File: config.mk
export PLATFORM = sky130hd
export DESIGN_NAME = multi_div_core
export DESIGN_NICKNAME = d
export VERILOG_FILES = /design/src/rtl/multi_div_pkg.sv /design/src/rtl/div_chan.sv /design/src/rtl/multi_div_core.sv
export SDC_FILE = /design/constraint.sdc
export NUM_CORES = 1
export LEC_CHECK = 0
export BUFFER_PORTS_ARGS = -buffer_cell sky130_fd_sc_hd__buf_4
export CAP_MARGIN = 10
export CELL_PAD_IN_SITES_DETAIL_PLACEMENT = 1
export CELL_PAD_IN_SITES_GLOBAL_PLACEMENT = 1
export CORE_MARGIN = 5
export CORE_UTILIZATION = 44
export DETAILED_ROUTE_END_ITERATION = 8
export GPL_ROUTABILITY_DRIVEN = 1
export PLACE_DENSITY = 0.8
export SYNTH_ARGS = -nofsm -noshare
export SYNTH_HDL_FRONTEND = slang
export SYNTH_HIERARCHICAL = 1
export SYNTH_SLANG_ARGS = --single-unit
File: constraint.sdc
create_clock -name clk_i -period 3.3 [get_ports clk_i]
set_clock_uncertainty 0.15 [all_clocks]
set_input_delay 0.495 -clock clk_i [delete_from_list [all_inputs] [get_ports clk_i]]
set_output_delay 0.495 -clock clk_i [all_outputs]
set_load 0.05 [all_outputs]
File: src/rtl/multi_div_pkg.sv
// Shared types and constants for the multi-channel clock divider.
package multi_div_pkg;

  typedef enum logic [1:0] {
    CMD_IDLE  = 2'b00,
    CMD_WRITE = 2'b01,
    CMD_READ  = 2'b10,
    CMD_NOP   = 2'b11
  } cmd_e;

  typedef enum logic {
    MODE_CLK   = 1'b0,
    MODE_PULSE = 1'b1
  } mode_e;

  typedef enum logic {
    ST_IDLE = 1'b0,
    ST_RUN  = 1'b1
  } chan_state_e;

  localparam logic [1:0]  CTRL_OFS  = 2'd0;
  localparam logic [1:0]  DIV_OFS   = 2'd1;
  localparam logic [1:0]  STAT_OFS  = 2'd2;
  // Sliced down to the command address width by the user.
  localparam logic [31:0] SYNC_ADDR = 32'hFFFF_FFFF;
  localparam int unsigned DIV_MIN   = 2;

endpackage

File: src/rtl/div_chan.sv
// One divider channel: counter, shadow/active divisor, run state and output.
module div_chan
  import multi_div_pkg::*;
#(
  parameter int CNT_WIDTH = 16
) (
  input  logic                 clk_i,
  input  logic                 rst_i,
  input  logic                 i_ctrl_we,
  input  logic [1:0]           i_ctrl_wdata,
  input  logic                 i_div_we,
  input  logic [CNT_WIDTH-1:0] i_div_wdata,
  input  logic                 i_sync,
  output logic [1:0]           o_ctrl,
  output logic [1:0]           o_stat,
  output logic [CNT_WIDTH-1:0] o_div_pend,
  output logic                 o_div_en,
  output logic                 o_div_clk
);

  localparam logic [CNT_WIDTH-1:0] ZERO    = {CNT_WIDTH{1'b0}};
  localparam logic [CNT_WIDTH-1:0] ONE     = {{(CNT_WIDTH-1){1'b0}}, 1'b1};
  localparam logic [CNT_WIDTH-1:0] MIN_DIV = CNT_WIDTH'(DIV_MIN);

  chan_state_e          r_state, w_state_nxt;
  mode_e                r_mode, w_mode_nxt;
  logic [CNT_WIDTH-1:0] r_cnt, w_cnt_nxt;
  logic [CNT_WIDTH-1:0] r_active, w_active_nxt;
  logic [CNT_WIDTH-1:0] r_pend, w_pend_nxt;
  logic                 r_pend_flag, w_flag_nxt;
  logic                 r_div_clk, w_clk_nxt;

  logic [CNT_WIDTH:0]   w_sum;
  logic [CNT_WIDTH-1:0] w_half;
  logic                 w_wrap;
  logic                 w_phase;

  function automatic logic [CNT_WIDTH-1:0] clamp_div(input logic [CNT_WIDTH-1:0] n);
    if (n < MIN_DIV) begin
      return MIN_DIV;
    end else begin
      return n;
    end
  endfunction

  // ceil(N/2) computed one bit wider so the maximum divisor cannot overflow.
  assign w_sum   = {1'b0, r_active} + {1'b0, ONE};
  assign w_half  = w_sum[CNT_WIDTH:1];
  assign w_wrap  = (r_cnt == (r_active - ONE));
  assign w_phase = (r_mode == MODE_PULSE) ? (r_cnt == ZERO) : (r_cnt < w_half);

  // Next-state: disable beats sync, sync beats wrap reload.
  always_comb begin
    w_state_nxt  = r_state;
    w_mode_nxt   = r_mode;
    w_cnt_nxt    = r_cnt;
    w_active_nxt = r_active;
    w_pend_nxt   = r_pend;
    w_flag_nxt   = r_pend_flag;
    w_clk_nxt    = r_div_clk;

    if (i_ctrl_we) begin
      w_mode_nxt = mode_e'(i_ctrl_wdata[1]);
    end else begin
      w_mode_nxt = r_mode;
    end

    case (r_state)
      ST_IDLE: begin
        w_cnt_nxt = ZERO;
        w_clk_nxt = 1'b0;
        if (i_ctrl_we && i_ctrl_wdata[0]) begin
          w_state_nxt  = ST_RUN;
          w_active_nxt = clamp_div(r_pend);
          w_flag_nxt   = 1'b0;
        end else if (i_div_we) begin
          w_pend_nxt = i_div_wdata;
        end else begin
          w_pend_nxt = r_pend;
        end
      end
      ST_RUN: begin
        if (i_ctrl_we && !i_ctrl_wdata[0]) begin
          w_state_nxt = ST_IDLE;
          w_cnt_nxt   = ZERO;
          w_clk_nxt   = 1'b0;
        end else begin
          w_clk_nxt = w_phase;
          if (i_sync || w_wrap) begin
            w_cnt_nxt = ZERO;
            if (r_pend_flag) begin
              w_active_nxt = clamp_div(r_pend);
              w_flag_nxt   = 1'b0;
            end else begin
              w_active_nxt = r_active;
            end
          end else begin
            w_cnt_nxt = r_cnt + ONE;
          end
          // A write landing on a reload edge waits for the following one.
          if (i_div_we) begin
            w_pend_nxt = i_div_wdata;
            w_flag_nxt = 1'b1;
          end else begin
            w_pend_nxt = r_pend;
          end
        end
      end
      default: begin
        w_state_nxt = ST_IDLE;
        w_cnt_nxt   = ZERO;
        w_clk_nxt   = 1'b0;
      end
    endcase
  end

  // Channel state registers.
  always_ff @(posedge clk_i) begin
    if (rst_i) begin
      r_state     <= ST_IDLE;
      r_mode      <= MODE_CLK;
      r_cnt       <= ZERO;
      r_active    <= MIN_DIV;
      r_pend      <= MIN_DIV;
      r_pend_flag <= 1'b0;
      r_div_clk   <= 1'b0;
    end else begin
      r_state     <= w_state_nxt;
      r_mode      <= w_mode_nxt;
      r_cnt       <= w_cnt_nxt;
      r_active    <= w_active_nxt;
      r_pend      <= w_pend_nxt;
      r_pend_flag <= w_flag_nxt;
      r_div_clk   <= w_clk_nxt;
    end
  end

  assign o_ctrl     = {(r_mode == MODE_PULSE), (r_state == ST_RUN)};
  assign o_stat     = {r_pend_flag, (r_state == ST_RUN)};
  assign o_div_pend = r_pend;
  assign o_div_en   = (r_state == ST_RUN);
  assign o_div_clk  = r_div_clk;

endmodule

File: src/rtl/multi_div_core.sv
// N-channel clock divider behind the 2-bit command register bus.
module multi_div_core
  import multi_div_pkg::*;
#(
  parameter int CH_NUM     = 4,
  parameter int ADDR_WIDTH = 8,
  parameter int DATA_WIDTH = 16,
  parameter int CNT_WIDTH  = 16
) (
  input  logic                  clk_i,
  input  logic                  rst_i,
  input  logic [1:0]            cmd_opt_i,
  input  logic [ADDR_WIDTH-1:0] cmd_addr_i,
  input  logic [DATA_WIDTH-1:0] cmd_data_i,
  output logic [DATA_WIDTH-1:0] cmd_rdata_o,
  output logic [CH_NUM-1:0]     div_en_o,
  output logic [CH_NUM-1:0]     div_clk_o
);

  localparam int CH_BITS = ADDR_WIDTH - 2;

  logic                  w_is_wr;
  logic                  w_is_rd;
  logic [CH_BITS-1:0]    w_ch;
  logic [1:0]            w_ofs;
  logic                  w_sync;
  logic [1:0]            w_ctrl [CH_NUM];
  logic [1:0]            w_stat [CH_NUM];
  logic [CNT_WIDTH-1:0]  w_pend [CH_NUM];
  logic [1:0]            w_hit_ctrl;
  logic [1:0]            w_hit_stat;
  logic [CNT_WIDTH-1:0]  w_hit_pend;
  logic [DATA_WIDTH-1:0] w_rd_data;
  logic [DATA_WIDTH-1:0] r_rdata;

  assign w_is_wr = (cmd_opt_i == CMD_WRITE);
  assign w_is_rd = (cmd_opt_i == CMD_READ);
  assign w_ch    = cmd_addr_i[ADDR_WIDTH-1:2];
  assign w_ofs   = cmd_addr_i[1:0];
  assign w_sync  = w_is_wr && (cmd_addr_i == SYNC_ADDR[ADDR_WIDTH-1:0]) && cmd_data_i[0];

  for (genvar c = 0; c < CH_NUM; c++) begin : g_chan
    localparam logic [CH_BITS-1:0] CH_ID = CH_BITS'(c);
    logic w_sel;
    assign w_sel = (w_ch == CH_ID);

    div_chan #(
      .CNT_WIDTH(CNT_WIDTH)
    ) u_chan (
      .clk_i       (clk_i),
      .rst_i       (rst_i),
      .i_ctrl_we   (w_is_wr && w_sel && (w_ofs == CTRL_OFS)),
      .i_ctrl_wdata(cmd_data_i[1:0]),
      .i_div_we    (w_is_wr && w_sel && (w_ofs == DIV_OFS)),
      .i_div_wdata (cmd_data_i[CNT_WIDTH-1:0]),
      .i_sync      (w_sync),
      .o_ctrl      (w_ctrl[c]),
      .o_stat      (w_stat[c]),
      .o_div_pend  (w_pend[c]),
      .o_div_en    (div_en_o[c]),
      .o_div_clk   (div_clk_o[c])
    );
  end

  // Read mux: out-of-range channels contribute nothing, so they read 0.
  always_comb begin
    w_hit_ctrl = 2'b00;
    w_hit_stat = 2'b00;
    w_hit_pend = {CNT_WIDTH{1'b0}};
    for (int c = 0; c < CH_NUM; c++) begin
      w_hit_ctrl = w_hit_ctrl | (w_ctrl[c] & {2{w_ch == CH_BITS'(c)}});
      w_hit_stat = w_hit_stat | (w_stat[c] & {2{w_ch == CH_BITS'(c)}});
      w_hit_pend = w_hit_pend | (w_pend[c] & {CNT_WIDTH{w_ch == CH_BITS'(c)}});
    end
    w_rd_data = {DATA_WIDTH{1'b0}};
    case (w_ofs)
      CTRL_OFS: w_rd_data[1:0]           = w_hit_ctrl;
      DIV_OFS:  w_rd_data[CNT_WIDTH-1:0] = w_hit_pend;
      STAT_OFS: w_rd_data[1:0]           = w_hit_stat;
      default:  w_rd_data                = {DATA_WIDTH{1'b0}};
    endcase
  end

  // Read data register holds until the next read.
  always_ff @(posedge clk_i) begin
    if (rst_i) begin
      r_rdata <= {DATA_WIDTH{1'b0}};
    end else if (w_is_rd) begin
      r_rdata <= w_rd_data;
    end else begin
      r_rdata <= r_rdata;
    end
  end

  assign cmd_rdata_o = r_rdata;

endmodule

[Word-level counts from Yosys, hierarchy flattened]
Index checks and enable logic that the tools add are counted.
Storage, ports and cells
  bits in registers: 224
  input bits: 28
  output and inout bits: 24
  word-level logic and storage cells: 253
Cells by class
  $add $sub $neg: 12
  magnitude comparators: 8
  equality and inequality tests: 36
  multiplexer cells: 98
  bitwise gates (word level): 25
  reductions and logical operators: 45
Operators with widths (count)
  16-bit 2-to-1 mux: 40
  16-bit case mux with 2 select lines: 12
  16-bit by 1-bit adder with 17-bit output (second input constant): 4
  16-bit by 1-bit adder with 16-bit output (second input constant): 4
  16-bit bitwise AND: 4
  16-bit == test: 4
  16-bit zero test: 4
  16-bit less-than comparator: 4
  16-bit by 2-bit less-than comparator with 1-bit output (second input constant): 4
  16-bit by 1-bit subtractor with 16-bit output (second input constant): 4
  16-bit bitwise OR: 3
  1-bit 2-to-1 mux: 32
  2-bit != test (second input constant): 16
  1-bit case mux with 2 select lines: 12
  1-bit logical AND: 22
  2-bit bitwise AND: 8
  4-bit AND reduction: 4
  14-bit 2-to-1 mux: 1
  6-bit by 2-bit == test with 1-bit output (second input constant): 2
  3-bit by 2-bit != test with 1-bit output (second input constant): 4
  2-bit bitwise OR: 6
  3-bit AND reduction: 4
  8-bit == test (second input constant): 1
  2-bit by 1-bit != test with 1-bit output (second input constant): 4
  10 further kinds: 21

[Longest topological paths before layout]
  depth after elaboration: 8
  depth in mapped cells: 14
  gate-level depth less buffers: 14

[By module]
Netlist, hierarchy kept.
Modules (own cells, without submodules)
  div_chan (g_chan[0].u_chan ...): times used 2, cells each 411, area an instance 3520.9 um^2, seq. area each 1041.0 um^2
  div_chan (g_chan[1].u_chan): times used 1, cells each 407, area an instance 3584.7 um^2, seq. area each 1041.0 um^2
  div_chan (g_chan[3].u_chan): times used 1, cells each 404, area an instance 3415.8 um^2, seq. area each 1041.0 um^2
  multi_div_core: times used 1, cells each 168, area an instance 1311.3 um^2, seq. area each 320.3 um^2

[Worst setup path before layout]
Ideal clock, no wire load.
  kind: reg-to-reg
  from: reg g_chan[3].u_chan.r_active[2]
  to: reg g_chan[3].u_chan.r_div_clk
  library setup time: 0.075 ns
  arrival time: 3.011 ns
  data required time: 3.075 ns
  path slack: 0.064 ns
  cell stages (with the launch flop): 15
  path buffers: 1
  period minus slack after synthesis: 3.236 ns
  path through: dfxtp_1 -> clkbuf_1 -> and3_2 -> and3_1 -> nand3_1 -> nor2_1 -> nand3_1 -> xor2_1 -> ha_1 -> a21oi_1 -> nor2b_1 -> o21ai_0 -> o21ai_0 -> or4b_2 -> o22ai_1
On the way
  longest elaborated chain between the ends: 5
Ends and longest elaborated chain
  start: declaration: RTL line div_chan.sv:28  | logic [CNT_WIDTH-1:0] r_active, w_active_nxt;
  start signal: assignment: RTL line div_chan.sv:131  | r_active <= w_active_nxt;
  16-bit by 1-bit adder with 17-bit output: RTL line div_chan.sv:47  | assign w_sum = {1'b0, r_active} + {1'b0, ONE};
  16-bit less-than comparator: RTL line div_chan.sv:50  | assign w_phase = (r_mode == MODE_PULSE) ? (r_cnt == ZERO) : (r_cnt < w_half);
  1-bit 2-to-1 mux: RTL line div_chan.sv:50
  1-bit 2-to-1 mux: RTL line div_chan.sv:83  | if (i_ctrl_we && !i_ctrl_wdata[0]) begin
  1-bit case mux with 2 select lines: RTL line div_chan.sv:68  | case (r_state)
  end signal: assignment: RTL line div_chan.sv:134  | r_div_clk <= w_clk_nxt;
  end: declaration: RTL line div_chan.sv:31  | logic r_div_clk, w_clk_nxt;
No other way between the ends.
A chain may end at the register's enable or synchronous reset.

[Worst setup path after layout]
  from: reg g_chan[0].u_chan.r_active[0]
  to: reg g_chan[0].u_chan.r_active[9]
On the way
  longest elaborated chain between the ends: 5
Ends and longest elaborated chain
  start: declaration: RTL line div_chan.sv:28
  start signal: assignment: RTL line div_chan.sv:131
  16-bit by 1-bit subtractor with 16-bit output: RTL line div_chan.sv:49  | assign w_wrap = (r_cnt == (r_active - ONE));
  16-bit == test: RTL line div_chan.sv:49
  1-bit logical OR: RTL line div_chan.sv:89  | if (i_sync || w_wrap) begin
  2-bit != test (no line)
  4-bit AND reduction (no line)
No other way between the ends.

==> impl_metrics.yaml <==
layout:
  design_area_um2: 17080
  nFillCells: 4060
  post-route-util_pct: 49.58
  antennaDiodeCount: 0
  stdcell_count: 2275
  syn2layout_area_growth_pct: 11.27
  seq_area_um2: 4492
  fin_nets: 1907
  multiInputGateArea_um2: 10020
  layout-drive-gt1-share_pct: 14.51
worst_setup_path:
  crit_type: "register to register"
  path_buf_inv: 5
  worstPathCellList: "inv_1 -> ha_2 -> or3b_4 -> buf_4 -> or4_1 -> a31oi_1 -> nor2_1 -> nand4_1 -> buf_4 -> a311oi_4 -> buf_6 -> clkbuf_16 -> mux2i_1"
  cpPeakStageDelay_ps: 460
  critPathRequiredTime_ps: 3580
  crit_path_start_kind: "register"
  end_kind: "register"
  worst-path-max-fanout: 8
  critPathArrivalTime_ps: 3480
  slowest_stage: "or4_1"
  crit_family: "simple AND/OR/NAND/NOR gates"
  rrSetupSlack_ps: 100
  crit_path_frequent_cell: "buf_4"
timing:
  finalHoldViolCount: 0
  period_share_pct: 96.90
  setup_viol: 0
  drv_slew: 0
  setup_tns_ps: 0
  clock.fmax_mhz: 312.7
  slew_headroom_pct: 46.00
  tightest_slew_ps: 804.0
  final.min_clock_period_ps: 3198
floorplan:
  core_um2: 34460
  die_w_um: 196.8
  die_h_um: 196.8
  core.rowCount: 68
  start_util_pct: 44.56
  pin_count: 52
  dieArea_um2: 38730
route:
  wirelength_um: 44870
  routed_via_density: 5.805
  drt_iter0_drc: 817
  first_pass_iters: 7
  wl_per_cell_um: 19.72
  vias: 13206
  drcViolationCount: 0
  postRouteAntennaNets: 0
placed_design:
  place_area_um2: 16020
  portBuffers: 51
  hpwl_um: 33510
  gp_congestion: 0.8770
  dp_cells: 2220
yosys:
  syn_area_um2: 15350
  synth_seq_cells: 224
  synthCells: 1801
  synthArstFlopShare_pct: 0
  synth_cell_type_count: 90
  yosysSeqAreaShare_pct: 29.21
  synth_largest_area_cell: "dfxtp_1"
  synth_ff_type: "dfxtp_1"
  synth.area.top_cells: "dfxtp_1, mux2i_1, ha_1"
  synth-warning-count: 6
  avgSynthCellArea_um2: 8.525
  synth_edf_count: 0
  synth_top_area_share_pct: 29.21
  syn-num-nets: 1905
grt:
  antenna_found_initial: 0
  grt_max_degree: 153
  grt-ovfl-total: 0
  grt_pass1_vias: 13639
  grt_pass1_wl_um: 72020
  grt.total_usage_pct: 22.22
clocking:
  cts.sinks: 224
  insertion_delay_ps: 550
  path_clk_slew_ps: 60
  cts-htree-levels: 1
  clock_path_buffers: 3
  cts_buffers: 27
  cts_tree: "built"
  cts-root-buf: "clkbuf_16"
power:
  ir_worst_vdd_uv: 355.8
  p_per_area_nw_per_um2: 337.0
  p_leak_nw: 6.246
  fin_total_pwr_mw: 5.757
worst_hold_path:
  hp-class: "primary input to register"
job:
  drv_cap: 0
status:
  status: "finished clean"
[tightest hold or removal path: cells and delay by family]
family | cells | cell delay (ps)
multiplexers | 1 | 80
AND/OR/NAND/NOR | 1 | 80
buffers and inverters | 1 | 120
[power breakdown]
group	leakage (nW)	internal, mW	switching (mW)
combinational	4.02	0.0610	0.113
clock	0.425	1.68	1.19
sequential	1.80	2.71	0.00194
[timing repair]
action,CTS,global route
cloned,0,1
hold buffers,0,0
setup buffers,0,7
endpoints found under the setup margin,16,93
resized for setup,2,32
pin swaps,1,8
[final cells by class]
type                       instances  area share [%]
multi-input combinational       1393           58.67
sequential                       224           26.29
timing repair buffer             123           5.969
clock buffer                      35           4.424
tap                              455           3.332
inverter                          34          0.7470
clock inverter                    11          0.5639
[cells by family (layout without fill, tap and decap cells)]
family	Yosys count	count (layout)	synth area share, %
and+or+nand+nor	767	767	27.01
DFF	224	224	29.21
AOI/OAI and AO/OA	210	210	10.24
xor gates and xnor gates	185	185	10.55
buffers and inverters	184	203	6.389
muxes	155	155	10.41
adders and majority gates	76	76	6.193
[flip-flops by register name, summed over array words and instances, names as in the netlist, named ones only]
signal                     flops
g_chan.u_chan/r_cnt           64
cmd_rdata_o                   16
g_chan.u_chan/r_pend_flag      4
g_chan.u_chan/o_div_pend      64
g_chan.u_chan/r_active        64
g_chan.u_chan/r_mode           4
g_chan.u_chan/o_div_clk        4
[metrics by stage]
stage / worst slack, ps / hold slack (ps)
after CTS: 2.921 / 93.06
after global routing: -17.29 / 117.6
after detailed placement: -93.33 / 281.4
after floorplan: 63.84 / 294.9
final: 102.3 / 118.2
after global placement: 157.5 / 277.9
[layer usage]
layer	vias up	wire, um	global-route usage, %
met2	264	21160	37.46
met3	79	1858	2.974
met4	0	1329	6.703
li1	6304	-	-
met1	6559	20520	29.72
met5	-	0	0
[Yosys cell counts (all sizes together) (37+ instances only)]
| master | count |
|---|---|
| buf | 70 |
| clkbuf | 79 |
| dfxtp | 224 |
| ha | 76 |
| mux2i | 144 |
| nand2 | 82 |
| nand2b | 88 |
| nand3 | 86 |
| nand4 | 37 |
| nor2 | 223 |
| nor3 | 38 |
| nor4 | 51 |
| o21ai | 38 |
| xnor2 | 93 |
| xor2 | 92 |
[cell usage in the layout, fill, tap and decap left out, drive strengths merged, types with 8 or more instances in the layout]
cell type,Yosys,routed
xor2,92,92
mux2i,144,144
nand4,37,37
a21o,19,19
ha,76,76
o21ai,38,38
and3,29,29
nor3,38,38
nand2b,88,88
a31oi,15,15
nand3,86,86
or2,11,11
buf,70,122
a21oi,27,27
nor4,51,51
nand2,82,82
mux2,8,8
dfxtp,224,224
inv,34,36
or2b,18,18
a22oi,17,17
clkbuf,79,36
nor2,223,223
and2,9,9
or4,19,19
nor2b,34,34
xnor2,93,93
o211ai,8,8
[worst paths after layout]
kind / from / to / cells past startpoint
max reg2reg: g_chan[0].u_chan/r_active[0]$_SDFFE_PP0P_ / g_chan[0].u_chan/r_active[9]$_SDFFE_PP0P_ / 13
min reg2reg: cmd_rdata_o[2]$_SDFFE_PP0N_ / cmd_rdata_o[2]$_SDFFE_PP0N_ / 2
min: cmd_data_i[6] / g_chan[0].u_chan/o_div_pend[6]$_SDFFE_PP0P_ / 3
max: g_chan[0].u_chan/r_active[0]$_SDFFE_PP0P_ / g_chan[0].u_chan/r_active[9]$_SDFFE_PP0P_ / 13
(Power assumes the default switching activity.)
